### src/rtl/quant_pipe.sv
// JPEG coefficient quantizer: coefficient times per-position reciprocal, with run-time loadable tables.
// Latency 3 cycles; all stages advance together whenever the output register is empty or being drained.
module quant_pipe #(
    parameter int DATA_WIDTH  = 10,
    parameter int OUT_WIDTH   = DATA_WIDTH,
    parameter int RECIP_WIDTH = 16,
    parameter int NUM_TABLES  = 2,
    parameter int ROUND       = 1,
    localparam int TSW        = (NUM_TABLES > 1) ? $clog2(NUM_TABLES) : 1
) (
    input  logic                    clk,
    input  logic                    rst_n,
    input  logic                    in_valid,
    output logic                    in_ready,
    input  logic [DATA_WIDTH-1:0]   in_data,
    input  logic [5:0]              in_addr,
    input  logic [TSW-1:0]          in_tsel,
    output logic                    out_valid,
    input  logic                    out_ready,
    output logic [OUT_WIDTH-1:0]    out_data,
    output logic [5:0]              out_addr,
    output logic                    out_eob,
    output logic                    out_sat,
    input  logic                    tbl_we,
    input  logic [TSW-1:0]          tbl_sel,
    input  logic [5:0]              tbl_addr,
    input  logic [RECIP_WIDTH:0]    tbl_wdata
);

    localparam int PW = DATA_WIDTH + RECIP_WIDTH + 2;
    localparam int XW = ((PW + 1) > OUT_WIDTH) ? PW + 1 : OUT_WIDTH + 1;
    localparam logic [RECIP_WIDTH:0] RECIP_ONE = {1'b1, {RECIP_WIDTH{1'b0}}};
    localparam logic [XW-1:0] MAXQ = {{(XW-OUT_WIDTH+1){1'b0}}, {(OUT_WIDTH-1){1'b1}}};
    localparam logic [XW-1:0] HALF = (ROUND != 0) ? (XW'(1) << (RECIP_WIDTH-1)) : '0;

    logic [RECIP_WIDTH:0]          r_tbl [NUM_TABLES][64];

    logic                          r_v1, r_v2, r_v3;
    logic signed [DATA_WIDTH-1:0]  r_d1;
    logic [5:0]                    r_a1, r_a2, r_a3;
    logic [RECIP_WIDTH:0]          r_r1;
    logic signed [PW-1:0]          r_p2;
    logic [OUT_WIDTH-1:0]          r_o_data;
    logic                          r_o_sat;

    logic                          w_adv;
    logic [TSW-1:0]                w_ts;
    logic                          w_neg;
    logic [PW-1:0]                 w_abs;
    logic [XW-1:0]                 w_q;
    logic                          w_sat;
    logic [OUT_WIDTH-1:0]          w_qc;
    logic [OUT_WIDTH-1:0]          w_out;

    assign w_adv    = !r_v3 || out_ready;
    assign in_ready = w_adv;

    // Non-power-of-two table counts leave unused select codes; those fall back to table 0.
    assign w_ts = (int'(in_tsel) < NUM_TABLES) ? in_tsel : '0;

    always_ff @(posedge clk or negedge rst_n) begin
        if (!rst_n) begin
            for (int t = 0; t < NUM_TABLES; t++)
                for (int e = 0; e < 64; e++)
                    r_tbl[t][e] <= RECIP_ONE;
        end else if (tbl_we && (int'(tbl_sel) < NUM_TABLES)) begin
            r_tbl[tbl_sel][tbl_addr] <= tbl_wdata;
        end
    end

    always_ff @(posedge clk or negedge rst_n) begin
        if (!rst_n) begin
            r_v1 <= 1'b0;
            r_d1 <= '0;
            r_a1 <= '0;
            r_r1 <= '0;
            r_v2 <= 1'b0;
            r_p2 <= '0;
            r_a2 <= '0;
        end else if (w_adv) begin
            r_v1 <= in_valid;
            r_d1 <= in_data;
            r_a1 <= in_addr;
            r_r1 <= r_tbl[w_ts][in_addr];
            r_v2 <= r_v1;
            r_p2 <= r_d1 * $signed({1'b0, r_r1});
            r_a2 <= r_a1;
        end
    end

    // Work on the magnitude so rounding is symmetric and -0 cannot appear.
    assign w_neg = r_p2[PW-1];
    assign w_abs = w_neg ? $unsigned(-r_p2) : $unsigned(r_p2);
    assign w_q   = ({{(XW-PW){1'b0}}, w_abs} + HALF) >> RECIP_WIDTH;
    assign w_sat = w_q > MAXQ;
    assign w_qc  = w_sat ? MAXQ[OUT_WIDTH-1:0] : w_q[OUT_WIDTH-1:0];
    assign w_out = w_neg ? (~w_qc + 1'b1) : w_qc;

    always_ff @(posedge clk or negedge rst_n) begin
        if (!rst_n) begin
            r_v3     <= 1'b0;
            r_o_data <= '0;
            r_a3     <= '0;
            r_o_sat  <= 1'b0;
        end else if (w_adv) begin
            r_v3     <= r_v2;
            r_o_data <= w_out;
            r_a3     <= r_a2;
            r_o_sat  <= r_v2 && w_sat;
        end
    end

    assign out_valid = r_v3;
    assign out_data  = r_o_data;
    assign out_addr  = r_a3;
    assign out_sat   = r_o_sat;
    assign out_eob   = r_v3 && (r_a3 == 6'd63);

endmodule

### config.mk
export PLATFORM = sky130hd
export DESIGN_NAME = quant_pipe
export DESIGN_NICKNAME = d
export VERILOG_FILES = /design/src/rtl/quant_pipe.sv
export SDC_FILE = /design/constraint.sdc
export NUM_CORES = 2
export LEC_CHECK = 0
export ABC_CLOCK_PERIOD_IN_PS = 11300
export BUFFER_PORTS_ARGS = -buffer_cell sky130_fd_sc_hd__buf_2
export CORE_UTILIZATION = 41
export DETAILED_ROUTE_END_ITERATION = 6
export GPL_TIMING_DRIVEN = 0
export PLACE_DENSITY = 0.54
export SYNTH_ARGS = -nofsm -noshare
export SYNTH_HDL_FRONTEND = slang
export SYNTH_SLANG_ARGS = --single-unit
### constraint.sdc
create_clock -name clk -period 11.3 [get_ports clk]
set_clock_uncertainty 0.1 [all_clocks]
set_input_delay 0.565 -clock clk [delete_from_list [all_inputs] [get_ports clk]]
set_output_delay 0.565 -clock clk [all_outputs]
set_load 0.1 [all_outputs]
==> flow_summary.json <==
{
  "cts_setup_buffers": 0,
  "start_kind": "register",
  "die_w_um": 515,
  "layout.cells.non_filler": 11022,
  "critPathCaptureType": "register",
  "die_h_um": 515,
  "status": "complete, but fails checks",
  "dr.pass1.iters": 7,
  "clkPwrFrac_pct": 37.9,
  "routed_wl_um": 362000,
  "cts_tree": "yes",
  "cp_max_fo": 10,
  "clock_latency_ns": 0.93,
  "yosys_warnings": 0,
  "finish.net_count": 7546,
  "synth_enable_flop_cells": 0,
  "fp.dieArea_sq_um": 265000,
  "fin_crit_ns": 7.17,
  "leakagePower_nw": 56.1,
  "worstPathCellList": "clkbuf_1 -> clkbuf_1 -> nand2_1 -> fa_1 -> inv_1 -> fa_1 -> inv_1 -> fa_1 -> inv_1 -> fa_1 -> inv_1 -> fa_1 -> inv_1 -> ha_1 -> nand3_1 -> a2bb2oi_1 -> a211oi_1 -> o31ai_1 -> a211oi_1 -> o21ai_0 -> a21oi_1 -> o41a_1 -> xnor2_1 -> o21ai_0",
  "syn_area_sq_um": 108000,
  "routedWlPerCell_um": 32.9,
  "syn-num-nets": 7213,
  "internal_power_mw": 15.4,
  "clock_path_buffers": 4,
  "drive_gt1_share_pct": 47.4,
  "syn_avg_cell_area_sq_um": 15.5,
  "overflow": 0,
  "syn_inst": 6966,
  "hold_viol": 0,
  "worst_pin_slew_ns": 1.56,
  "fin_crit_sh_pct": 63.5,
  "cts_inserted_buffers": 248,
  "drt_iter0_drc": 5335,
  "drcViolationCount": 0,
  "place_congestion": 0.877,
  "slew_violations": 22,
  "power_density_nw_per_um2": 178,
  "fmax_mhz": 139,
  "hp-class": "in -> reg",
  "hold_buffers": 12,
  "ys_ff_latch": 2263,
  "cts_htree_levels": 4,
  "relSlewSlack_pct": -3.99,
  "rrSetupSlack_ns": 4.13,
  "grt_max_degree": 170,
  "sw_frac_of_total_pct": 28.9,
  "violations": "max-capacitance violations, max-slew violations",
  "required_ns": 11.91,
  "criticalPathCategory": "reg -> reg",
  "rows": 188,
  "numClockSinks": 2263,
  "num_io_pins": 66,
  "fin_setup_tns_ns": 0,
  "worstPathArrival_ns": 7.78,
  "drv_cap": 2,
  "coreArea_sq_um": 262000,
  "dp_hpwl_um": 264000,
  "via_per_inst": 5.83,
  "yosysTopAreaCell": "dfrtp_1",
  "critical_path.top_delay_family": "adder cells",
  "pwr-share-seq_pct": 42.8,
  "start_util_pct": 41.2,
  "netlist_top_cells_count": "mux2_2, dfrtp_1, mux4_2, clkbuf_1, nand2_1",
  "port_buffers": 39,
  "grt_use_total_pct": 27.6,
  "cpPeakStageDelay_ns": 0.53,
  "synth_top_cell_area_share_pct": 49.5,
  "root_buffer": "clkbuf_16",
  "switchingPower_mw": 6.27,
  "path_buf_inv": 7,
  "clk_pin_slew_ns": 0.06,
  "antenna_found_initial": 35,
  "yosysSeqAreaShare_pct": 52.6,
  "async_flop_share_pct": 100,
  "cts.repair.resized": 0,
  "synth_cell_types": 72,
  "synth.most_common_cell": "mux2_2",
  "crit_path_top_delay_cell": "fa_1",
  "place_inst": 10549,
  "combPwrFrac_pct": 19.3,
  "vias": 64303,
  "ys.flop_type": "dfrtp_1",
  "ant_nets": 0,
  "grt_pass1_wl_um": 520000,
  "areaGrowthSynthToFinish_pct": 12.7,
  "finalSetupViolations": 0,
  "synthTopCellsByArea": "dfrtp_1, mux2_2, mux4_2",
  "max-vdd-ir-drop_uv": 130,
  "rsz0062_at_grt": "no",
  "grt_pass1_vias": 67636
}
-- power groups by stage --
stage,sequential [mW],clock (mW),combinational [mW]
final,9.29,8.22,4.19
after global routing,9.37,8.69,4.58
after CTS,9.28,8.36,4.20
after detailed placement,9.42,0,4.18
after global placement,9.43,0,4.10
after floorplan,9.50,0,2.68
-- cells in the final DEF (no fill, tap or decap), drive strengths merged, types with 38 or more instances in the layout --
master and n:
buf 135, nand2 300, mux4 702, a21oi 49
mux2 2177, inv 144, clkbuf 931, and2 72
ha 82, dfstp 128, o21ai 47, nor2 127
fa 119, nor2b 38, dfrtp 2135, clkinv 49
-- area by class of cell --
cell class              count  area (sq um)
clock inverters            68           712
diodes                     10          25.0
inverters                 141           529
well taps                3515          4400
repair buffers             83          1060
multi-input cells        3947         48300
clock buffers             380          7440
fillers                 23189        140000
plain buffers             615          2400
flip-flops and latches   2263         56800
-- metal layers --
layer	vias to the layer above	GRT usage [%]	wire, um
met5	-	0	69
met4	10	11.0	16700
met3	608	5.03	20600
met2	1834	43.8	170000
met1	35654	37.4	154000
li1	26197	-	-
-- cells by family after synthesis --
logic type	after synthesis	synth area share [%]
mux	2900	37.6
flops	2263	52.6
buf+inv	756	2.64
simple gates	631	2.68
fa+ha+maj	201	3.16
compound gates	179	1.06
xor+xnor	36	0.292
-- flip-flops by register name (all words and copies together) (netlist names) --
name and cells:
r_v1 1, r_tbl 2176, r_r1 17, out_addr 6
out_data 10, r_a1 6, r_a2 6, r_v2 1
r_p2 28, out_sat 1, out_valid 1, r_d1 10
-- stage by stage --
step / util (%) / power (mW) / hold WS, ns / instance area [sq um] / setup WS [ns]
finish: 46.4 / 21.7 / 0.144 / 122000 / 4.13
global route: 46.4 / 22.6 / 0.116 / 122000 / 3.51
CTS: 46.4 / 21.8 / 0.0834 / 122000 / 4.06
detailed placement: 43.3 / 13.6 / 0.355 / 113000 / 4.14
global placement: 43.0 / 13.5 / 0.350 / 113000 / -40.84
floorplan: - / 12.2 / 0.169 / 108000 / 5.31
-- final timing paths --
kind,startpoint,endpoint,cells after the start
min in group asynchronous,rst_n,r_tbl[2061],2
max in group asynchronous,rst_n,r_tbl[1132],6
max,r_d1[2],r_p2[27],24
min,tbl_wdata[6],r_tbl[125],2
max reg2reg,r_d1[2],r_p2[27],24
min reg2reg,out_data[1],out_data[1],2
-- worst register-to-register path, cell delays in order (launching register included) --
cell and delay [ns]:
dfrtp_1 0.32, clkbuf_1 0.45, clkbuf_1 0.50, nand2_1 0.15, fa_1 0.53, inv_1 0.05, fa_1 0.50, inv_1 0.05
fa_1 0.53, inv_1 0.05, fa_1 0.47, inv_1 0.05, fa_1 0.47, inv_1 0.04, ha_1 0.32, nand3_1 0.10
a2bb2oi_1 0.29, a211oi_1 0.16, o31ai_1 0.49, a211oi_1 0.18, o21ai_0 0.37, a21oi_1 0.15, o41a_1 0.34, xnor2_1 0.22
o21ai_0 0.11
(Power assumes the default switching activity.)
